--- src/rtl/instr_fetch_unit.sv ---
// instr_fetch_unit
//   Memory-side initiator for the 8-bit CPU's single-port byte memory.
//   Fetches a 16-bit instruction as two back-to-back byte reads (high byte
//   at the base address, low byte at base+1) and presents it to the decoder
//   with a valid/ready handshake. Optionally it also arbitrates a byte-wide
//   data load/store port onto the same memory, with data taking priority.
//
//   Build option: define FETCH_DATA_PORT_EN to include the d_* data port and
//   the data states. Without it, the unit is fetch-only and mem_rw_o and
//   mem_data_o are tied low.
//
//   Ports
//     clk_i, rst_ni      clock, asynchronous active-low reset
//     fetch_req_i        PC requests an instruction at fetch_addr_i
//     fetch_addr_i       instruction address
//     fetch_busy_o       fetch in flight or instruction held
//     fetch_flush_i      abandon the current fetch
//     instr_o            {byte[addr], byte[addr+1]}
//     instr_valid_o      instr_o holds a complete word
//     instr_ready_i      decoder consumes instr_o
//     d_req_i, d_we_i    data request, 1 = store        (FETCH_DATA_PORT_EN)
//     d_addr_i, d_wdata_i data address and store data   (FETCH_DATA_PORT_EN)
//     d_rdata_o, d_ack_o load result, completion pulse  (FETCH_DATA_PORT_EN)
//     mem_rw_o, mem_addr_o, mem_data_o  registered memory request
//     mem_q_i            memory read data, valid one clock after the address
//
//   state      | meaning
//   -----------+-----------------------------------------------------------
//   S_IDLE     | nothing in flight, arbitrate new requests
//   S_F_HI     | base address on the bus, present base+1 next
//   S_F_LO     | high byte returning, capture instr[15:8]
//   S_F_CAP    | low byte returning, capture instr[7:0], raise valid
//   S_HOLD     | instruction held for the decoder, arbitrate on consume
//   S_D_RD     | load address on the bus, waiting for the memory
//   S_D_RD_CAP | load data returning, capture and ack
//   S_D_WR     | store write cycle done, drop write enable and ack

module instr_fetch_unit #(
  parameter int ADDR_W = 16,
  parameter int DATA_W = 8,
  parameter int RD_LAT = 1
) (
  input  logic                clk_i,
  input  logic                rst_ni,
  input  logic                fetch_req_i,
  input  logic [ADDR_W-1:0]   fetch_addr_i,
  output logic                fetch_busy_o,
  input  logic                fetch_flush_i,
  output logic [2*DATA_W-1:0] instr_o,
  output logic                instr_valid_o,
  input  logic                instr_ready_i,
`ifdef FETCH_DATA_PORT_EN
  input  logic                d_req_i,
  input  logic                d_we_i,
  input  logic [ADDR_W-1:0]   d_addr_i,
  input  logic [DATA_W-1:0]   d_wdata_i,
  output logic [DATA_W-1:0]   d_rdata_o,
  output logic                d_ack_o,
`endif
  output logic                mem_rw_o,
  output logic [ADDR_W-1:0]   mem_addr_o,
  output logic [DATA_W-1:0]   mem_data_o,
  input  logic [DATA_W-1:0]   mem_q_i
);

  // The capture states assume the byte returns exactly one clock after the
  // address is presented.
  if (RD_LAT != 1) begin : g_rd_lat_check
    $error("instr_fetch_unit supports RD_LAT == 1 only");
  end

  typedef enum logic [2:0] {
    S_IDLE     = 3'd0,
    S_F_HI     = 3'd1,
    S_F_LO     = 3'd2,
    S_F_CAP    = 3'd3,
    S_HOLD     = 3'd4
`ifdef FETCH_DATA_PORT_EN
    ,
    S_D_RD     = 3'd5,
    S_D_RD_CAP = 3'd6,
    S_D_WR     = 3'd7
`endif
  } state_e;

  state_e                state_q, state_d;
  logic [ADDR_W-1:0]     mem_addr_q, mem_addr_d;
  logic [ADDR_W-1:0]     base_q, base_d;
  logic [2*DATA_W-1:0]   instr_q, instr_d;
  logic                  instr_valid_q, instr_valid_d;
  logic                  fetch_busy_q, fetch_busy_d;
  logic                  arb;
  logic                  can_fetch;

`ifdef FETCH_DATA_PORT_EN
  logic                  mem_rw_q, mem_rw_d;
  logic [DATA_W-1:0]     mem_data_q, mem_data_d;
  logic [DATA_W-1:0]     d_rdata_q, d_rdata_d;
  logic                  d_ack_q, d_ack_d;
`endif

  always_comb begin
    state_d       = state_q;
    mem_addr_d    = mem_addr_q;
    base_d        = base_q;
    instr_d       = instr_q;
    instr_valid_d = instr_valid_q;
    fetch_busy_d  = fetch_busy_q;
    arb           = 1'b0;
    can_fetch     = 1'b0;
`ifdef FETCH_DATA_PORT_EN
    // Write enable is a single-cycle strobe; only a store accept raises it.
    mem_rw_d      = 1'b0;
    mem_data_d    = mem_data_q;
    d_rdata_d     = d_rdata_q;
    d_ack_d       = 1'b0;
`endif

    case (state_q)
      S_IDLE: begin
        arb       = 1'b1;
        // A fetch request coinciding with a flush is dropped; the PC re-asks.
        can_fetch = !fetch_flush_i;
      end
      S_F_HI: begin
        if (fetch_flush_i) begin
          state_d       = S_IDLE;
          instr_valid_d = 1'b0;
          fetch_busy_d  = 1'b0;
        end else begin
          mem_addr_d = base_q + ADDR_W'(1);
          state_d    = S_F_LO;
        end
      end
      S_F_LO: begin
        if (fetch_flush_i) begin
          state_d       = S_IDLE;
          instr_valid_d = 1'b0;
          fetch_busy_d  = 1'b0;
        end else begin
          instr_d[2*DATA_W-1:DATA_W] = mem_q_i;
          state_d                    = S_F_CAP;
        end
      end
      S_F_CAP: begin
        if (fetch_flush_i) begin
          state_d       = S_IDLE;
          instr_valid_d = 1'b0;
          fetch_busy_d  = 1'b0;
        end else begin
          instr_d[DATA_W-1:0] = mem_q_i;
          instr_valid_d       = 1'b1;
          state_d             = S_HOLD;
        end
      end
      S_HOLD: begin
        // Flush beats a simultaneous consume: the word is simply discarded.
        if (fetch_flush_i) begin
          state_d       = S_IDLE;
          instr_valid_d = 1'b0;
          fetch_busy_d  = 1'b0;
        end else begin
          arb = 1'b1;
          if (instr_valid_q && instr_ready_i) begin
            instr_valid_d = 1'b0;
            fetch_busy_d  = 1'b0;
            can_fetch     = 1'b1;
          end
        end
      end
`ifdef FETCH_DATA_PORT_EN
      S_D_RD: begin
        state_d = S_D_RD_CAP;
      end
      S_D_RD_CAP: begin
        d_rdata_d = mem_q_i;
        d_ack_d   = 1'b1;
        state_d   = instr_valid_q ? S_HOLD : S_IDLE;
      end
      S_D_WR: begin
        d_ack_d = 1'b1;
        state_d = instr_valid_q ? S_HOLD : S_IDLE;
      end
`endif
      default: begin
        state_d = S_IDLE;
      end
    endcase

    // Shared arbitration for IDLE and HOLD. A held, unconsumed instruction
    // stays put while a data access borrows the memory.
    if (arb) begin
      state_d = instr_valid_d ? S_HOLD : S_IDLE;
`ifdef FETCH_DATA_PORT_EN
      if (d_req_i) begin
        mem_addr_d = d_addr_i;
        if (d_we_i) begin
          mem_rw_d   = 1'b1;
          mem_data_d = d_wdata_i;
          state_d    = S_D_WR;
        end else begin
          state_d = S_D_RD;
        end
      end else
`endif
      if (can_fetch && fetch_req_i) begin
        mem_addr_d   = fetch_addr_i;
        base_d       = fetch_addr_i;
        fetch_busy_d = 1'b1;
        state_d      = S_F_HI;
      end
    end
  end

  always_ff @(posedge clk_i or negedge rst_ni) begin
    if (!rst_ni) begin
      state_q       <= S_IDLE;
      mem_addr_q    <= '0;
      base_q        <= '0;
      instr_q       <= '0;
      instr_valid_q <= 1'b0;
      fetch_busy_q  <= 1'b0;
    end else begin
      state_q       <= state_d;
      mem_addr_q    <= mem_addr_d;
      base_q        <= base_d;
      instr_q       <= instr_d;
      instr_valid_q <= instr_valid_d;
      fetch_busy_q  <= fetch_busy_d;
    end
  end

`ifdef FETCH_DATA_PORT_EN
  always_ff @(posedge clk_i or negedge rst_ni) begin
    if (!rst_ni) begin
      mem_rw_q   <= 1'b0;
      mem_data_q <= '0;
      d_rdata_q  <= '0;
      d_ack_q    <= 1'b0;
    end else begin
      mem_rw_q   <= mem_rw_d;
      mem_data_q <= mem_data_d;
      d_rdata_q  <= d_rdata_d;
      d_ack_q    <= d_ack_d;
    end
  end

  assign mem_rw_o   = mem_rw_q;
  assign mem_data_o = mem_data_q;
  assign d_rdata_o  = d_rdata_q;
  assign d_ack_o    = d_ack_q;
`else
  assign mem_rw_o   = 1'b0;
  assign mem_data_o = '0;
`endif

  assign mem_addr_o    = mem_addr_q;
  assign instr_o       = instr_q;
  assign instr_valid_o = instr_valid_q;
  assign fetch_busy_o  = fetch_busy_q;

endmodule

--- config.mk ---
export PLATFORM = sky130hd
export DESIGN_NAME = instr_fetch_unit
export DESIGN_NICKNAME = d
export VERILOG_FILES = /design/src/rtl/instr_fetch_unit.sv
export SDC_FILE = /design/constraint.sdc
export NUM_CORES = 1
export LEC_CHECK = 0
export CORE_MARGIN = 2
export CORE_UTILIZATION = 40
export CTS_CLUSTER_DIAMETER = 100
export DETAILED_ROUTE_END_ITERATION = 6
export PLACE_DENSITY = 0.76
export SYNTH_ARGS = -nofsm -noshare
export SYNTH_HDL_FRONTEND = slang
export SYNTH_SLANG_ARGS = --single-unit
--- constraint.sdc ---
create_clock -name clk_i -period 2.11 [get_ports clk_i]
set_input_delay 0.3165 -clock clk_i [delete_from_list [all_inputs] [get_ports clk_i]]
set_output_delay 0.3165 -clock clk_i [all_outputs]
set_load 0.01 [all_outputs]
Word level (Yosys, flattened, before mapping):

Cells that the tools add are included.
W data, S select, Z words.

* register bits: 53
* bits of input ports: 29

* $add $sub $neg: 1
* equality and inequality tests: 6
* muxes and demuxes: 27
* bitwise logic cells: 1
* reduce and logical (&&, ||, !) cells: 10

Operators with widths (number)
* $mux W16: 4
* $add A16 B1 Y16 const B: 1
* $mux W3: 5
* $pmux W3 S5: 1
* $mux W1: 11
* $reduce_and A2 Y1: 4
* $eq A3 B2 Y1 const B: 2
* $pmux W1 S2: 3
* $mux W2: 2
* $eq A3 B1 Y1 const B: 1
* $eq A3 B3 Y1 const B: 1
* $logic_not A3 Y1: 1
* $ne A3 B3 Y1 const B: 1
* $pmux W1 S3: 1
* $reduce_or A3 Y1: 1
* $logic_and A1 B1 Y1: 2
* $ne A2 B2 Y1 const B: 1
* $reduce_or A2 Y1: 1
* $logic_not A1 Y1: 1
* $not A1 Y1: 1

Logic depth before layout (Yosys ltp):

* depth in word-level cells: 7
* gate-level depth with buffers: 7
* mapped depth without buffers: 5

Worst setup path before layout:

Ideal clock, no wire load.

* path type: register to register
* start: register state_q[2]
* end: register mem_addr_q[12], in the netlist mem_addr_o[12]
* library setup time: 127 ps
* arrival: 1679 ps
* data required time: 1983 ps
* slack: 304 ps
* stages on the path, launching flop included: 7
* path buffers: 3
* period minus slack after synthesis: 1806 ps
* cells stage by stage: dfrtp_1 > buf_2 > or4b_2 > buf_2 > buf_2 > a31oi_1 > nand3b_1

* cells in the longest elaborated chain, start to end: 5
* elaborated cells on any way between the ends: 9

RTL lines
* from (decl): RTL line 86 `state_e state_q, state_d;`
* from (signal assigned): RTL line 224 `state_q <= state_d;`
* $eq A3 B3 Y1 / $logic_not A3 Y1 (equally long branches): RTL line 119 `case (state_q)`
* $pmux W1 S2: RTL line 119
* $logic_and A1 B1 Y1: RTL line 206 `if (can_fetch && fetch_req_i) begin`
* $mux W16: RTL line 206
* $mux W16 *: RTL line 192 `if (arb) begin`
* net mem_addr_d[12]: RTL line 87 `logic [ADDR_W-1:0] mem_addr_q, mem_addr_d;`
* to (signal assigned): RTL line 225 `mem_addr_q <= mem_addr_d;`
* to (decl): RTL line 87

The timed path passes the listed nets; every way through them passes the cells marked *.
A chain may end at the register's enable or synchronous reset.

Worst setup path in the final report:

* start: input port fetch_flush_i
* end: register mem_addr_q[14], in the netlist mem_addr_o[14]

* cells in the longest elaborated chain, start to end: 5
* elaborated cells on any way between the ends: 10

RTL lines
* from (decl): RTL line 48 `input logic fetch_flush_i,`
* $mux W1 / $logic_not A1 Y1 (equally long branches): RTL line 158, 123
* $pmux W1 S2: RTL line 119
* $logic_and A1 B1 Y1: RTL line 206
* $mux W16: RTL line 206
* $mux W16 *: RTL line 192
* net mem_addr_d[14]: RTL line 87

Marks and branches as above.

==> results.json <==
{
  "syn-instance-count": 264,
  "ys_seq_area_share_pct": 52.89,
  "clk_pin_slew_ns": 0.10,
  "cp_data_arrival_time_ns": 2.05,
  "ys_ff_latch": 53,
  "peakVddDrop_mv": 0.7975,
  "clock_latency_ns": 0.30,
  "powerDensity_nw_per_um2": 1363,
  "timing_hold_violations_final": 0,
  "status": "completed",
  "diodes": 0,
  "ys_types": 39,
  "yosysMostFrequentCell": "nand2_1",
  "r2r_slack_ns": 0.31,
  "track_usage_pct": 16.57,
  "antenna_found_initial": 0,
  "slew_violations": 0,
  "nets": 362,
  "grt_setup_unrepaired": "no",
  "synth_edf_count": 0,
  "cts_tree": "built",
  "netlist_area_um2": 2507,
  "start_util_pct": 41.85,
  "postCtsSetupBuffers": 0,
  "drtAntennaViolNets": 0,
  "num_rows": 28,
  "io_buffers": 62,
  "tns_ns": 0,
  "postSynthAreaPerCell_um2": 9.498,
  "setup_violations": 0,
  "vias": 2064,
  "skew_ns": 0.009009,
  "htree_levels": 2,
  "hold_class": "primary input to asynchronous set/reset pin",
  "relSlewSlack_pct": 60.29,
  "hpwl_um": 4023,
  "min_period_ns": 1.854,
  "cts_resized": 0,
  "end_kind": "register",
  "clk_path_buf_depth": 2,
  "grt_max_degree": 30,
  "yosysTopAreaCellShare_pct": 52.89,
  "cp_max_fo": 14,
  "gr-total-overflow": 0,
  "period_share_pct": 87.88,
  "areaGrowthSynthToFinish_pct": 33.28,
  "wl_per_cell_um": 13.54,
  "clkSinkCount": 53,
  "drt-vias-per-instance": 5.059,
  "timing.fmax_mhz": 539.3,
  "synthArstFlopShare_pct": 100.0,
  "ys.flop_type": "dfrtp_1",
  "drt_iter0_markers": 110,
  "worst_pin_slew_ns": 0.5957,
  "grt_pass1_vias": 1984,
  "layout-drive-gt1-share_pct": 9.610,
  "drt-pass1-iter-count": 4,
  "core-area_um2": 5991,
  "fin_hold_ws_ns": 0.007441,
  "ys_top_cells_by_count": "nand2_1, dfrtp_1, nor2_1",
  "dieArea_um2": 6918,
  "synthTopCellsByArea": "dfrtp_1, nand2_1, mux2_2",
  "crit_required_ns": 2.30,
  "cap_violations": 0,
  "cts_root_buffer": "clkbuf_8",
  "postLayoutCoreUtil_pct": 55.79,
  "gp_congestion": 0.7911,
  "finalWirelength_um": 5523,
  "die_w_um": 83.18,
  "start_kind": "primary input",
  "die_h_um": 83.18,
  "ios": 72,
  "hold_buffers": 0,
  "drcViolationCount": 0,
  "numCtsBuffers": 5,
  "worstSetupPathType": "primary input to register",
  "synth_area_leader_cell": "dfrtp_1",
  "leakage_nw": 1.517,
  "grt_pass1_wl_um": 9501,
  "synth_warnings": 0
}
## area by class of cell
type / count / area (um2)
repair buffers: 74 / 743.2
multi-input cells: 194 / 1047
well taps: 75 / 93.84
clock inverters: 1 / 30.03
fillers: 537 / 2649
inverters: 4 / 15.01
flip-flops and latches: 53 / 1326
clock buffers: 7 / 86.33
## worst max-delay path: stages
cell and delay, ns:
clkdlybuf4s50_1 0.46, or4b_1 0.55, or2_1 0.29, buf_12 0.16, a31oi_1 0.18, nand3b_1 0.09
## cells by family (layout without fill, tap and decap cells)
family                     Yosys count  in the layout  synth area share (%)
xor gates and xnor gates             8              8                 2.795
adders and majority gates            1              1                0.4989
DFF                                 53             53                 52.89
and+or+nand+nor                    131            131                 24.20
buffers and inverters               25             86                 6.536
other                                1              9                0.1496
AOI/OAI and AO/OA                   35             35                 8.533
muxes                               10             10                 4.391
## routing by layer
metal  routed length [um]  track usage [%]  vias up  share of wire (%)
met5                    0                0        -                  0
met2                 2727            26.98       71                 49
met3                  354            4.573        5                6.4
met4                   38            3.726        0               0.69
met1                 2403            22.15      969                 44
li1                     -                -     1019                  -
## through the flow
step | power, mW | cell area, um2 | std cells | setup WS, ns
floorplan | 2.882 | 2537 | 272 | 0.3045
global route | 4.875 | 3342 | 408 | 0.1441
global placement | 3.810 | 3226 | 400 | -0.0002105
CTS | 4.594 | 3342 | 408 | 0.2631
finish | 4.556 | 3342 | 408 | 0.2558
detailed placement | 3.874 | 3226 | 400 | -0.05462
## layout by cell type (no fill, tap or decap), drive strengths merged
master	Yosys	layout
ha	1	1
nand3b	5	5
buf	17	13
xnor2	6	6
nand4	4	4
o211ai	4	4
nor4	7	7
inv	4	4
clkdlybuf4s50	0	61
nor3	3	3
or4b	2	2
a21oi	3	3
mux2	8	8
a31o	1	1
nor4b	1	1
and3	2	2
dfrtp	53	53
clkbuf	4	7
xor2	2	2
mux2i	2	2
nor2	18	18
nand3	14	14
o21ai	16	16
conb	1	9
nand2	68	68
o31a	2	2
a31oi	4	4
a21o	4	4
nor3b	4	4
bufinv	0	1
or2	2	2
a21boi	1	1
and2	1	1
## power by group
part	leakage, nW	switching, mW	internal, mW	total, mW
Sequential	0.662	0.389	1.50	1.89
Clock	0.0585	0.331	0.387	0.718
Combinational	0.796	0.857	1.09	1.95
Total	1.52	1.58	2.98	4.56
## worst paths after layout
path	start	to	cells after the start
hold / removal	rst_ni	instr_o[12]	1
hold reg to reg	instr_o[5]	instr_o[5]	2
setup / recovery	fetch_flush_i	mem_addr_o[14]	6
setup reg to reg	state_q[2]	mem_addr_o[3]	5
max in group asynchronous	rst_ni	base_q[13]	2
min in group clk_i	instr_o[5]	instr_o[5]	2
## registers in the layout (all words and copies together) (netlist names)
name / count
base_q: 16
instr_o: 16
mem_addr_o: 16
state_q: 3
fetch_busy_o: 1
instr_valid_o: 1
No activity file was read; power rests on OpenSTA's default activity.
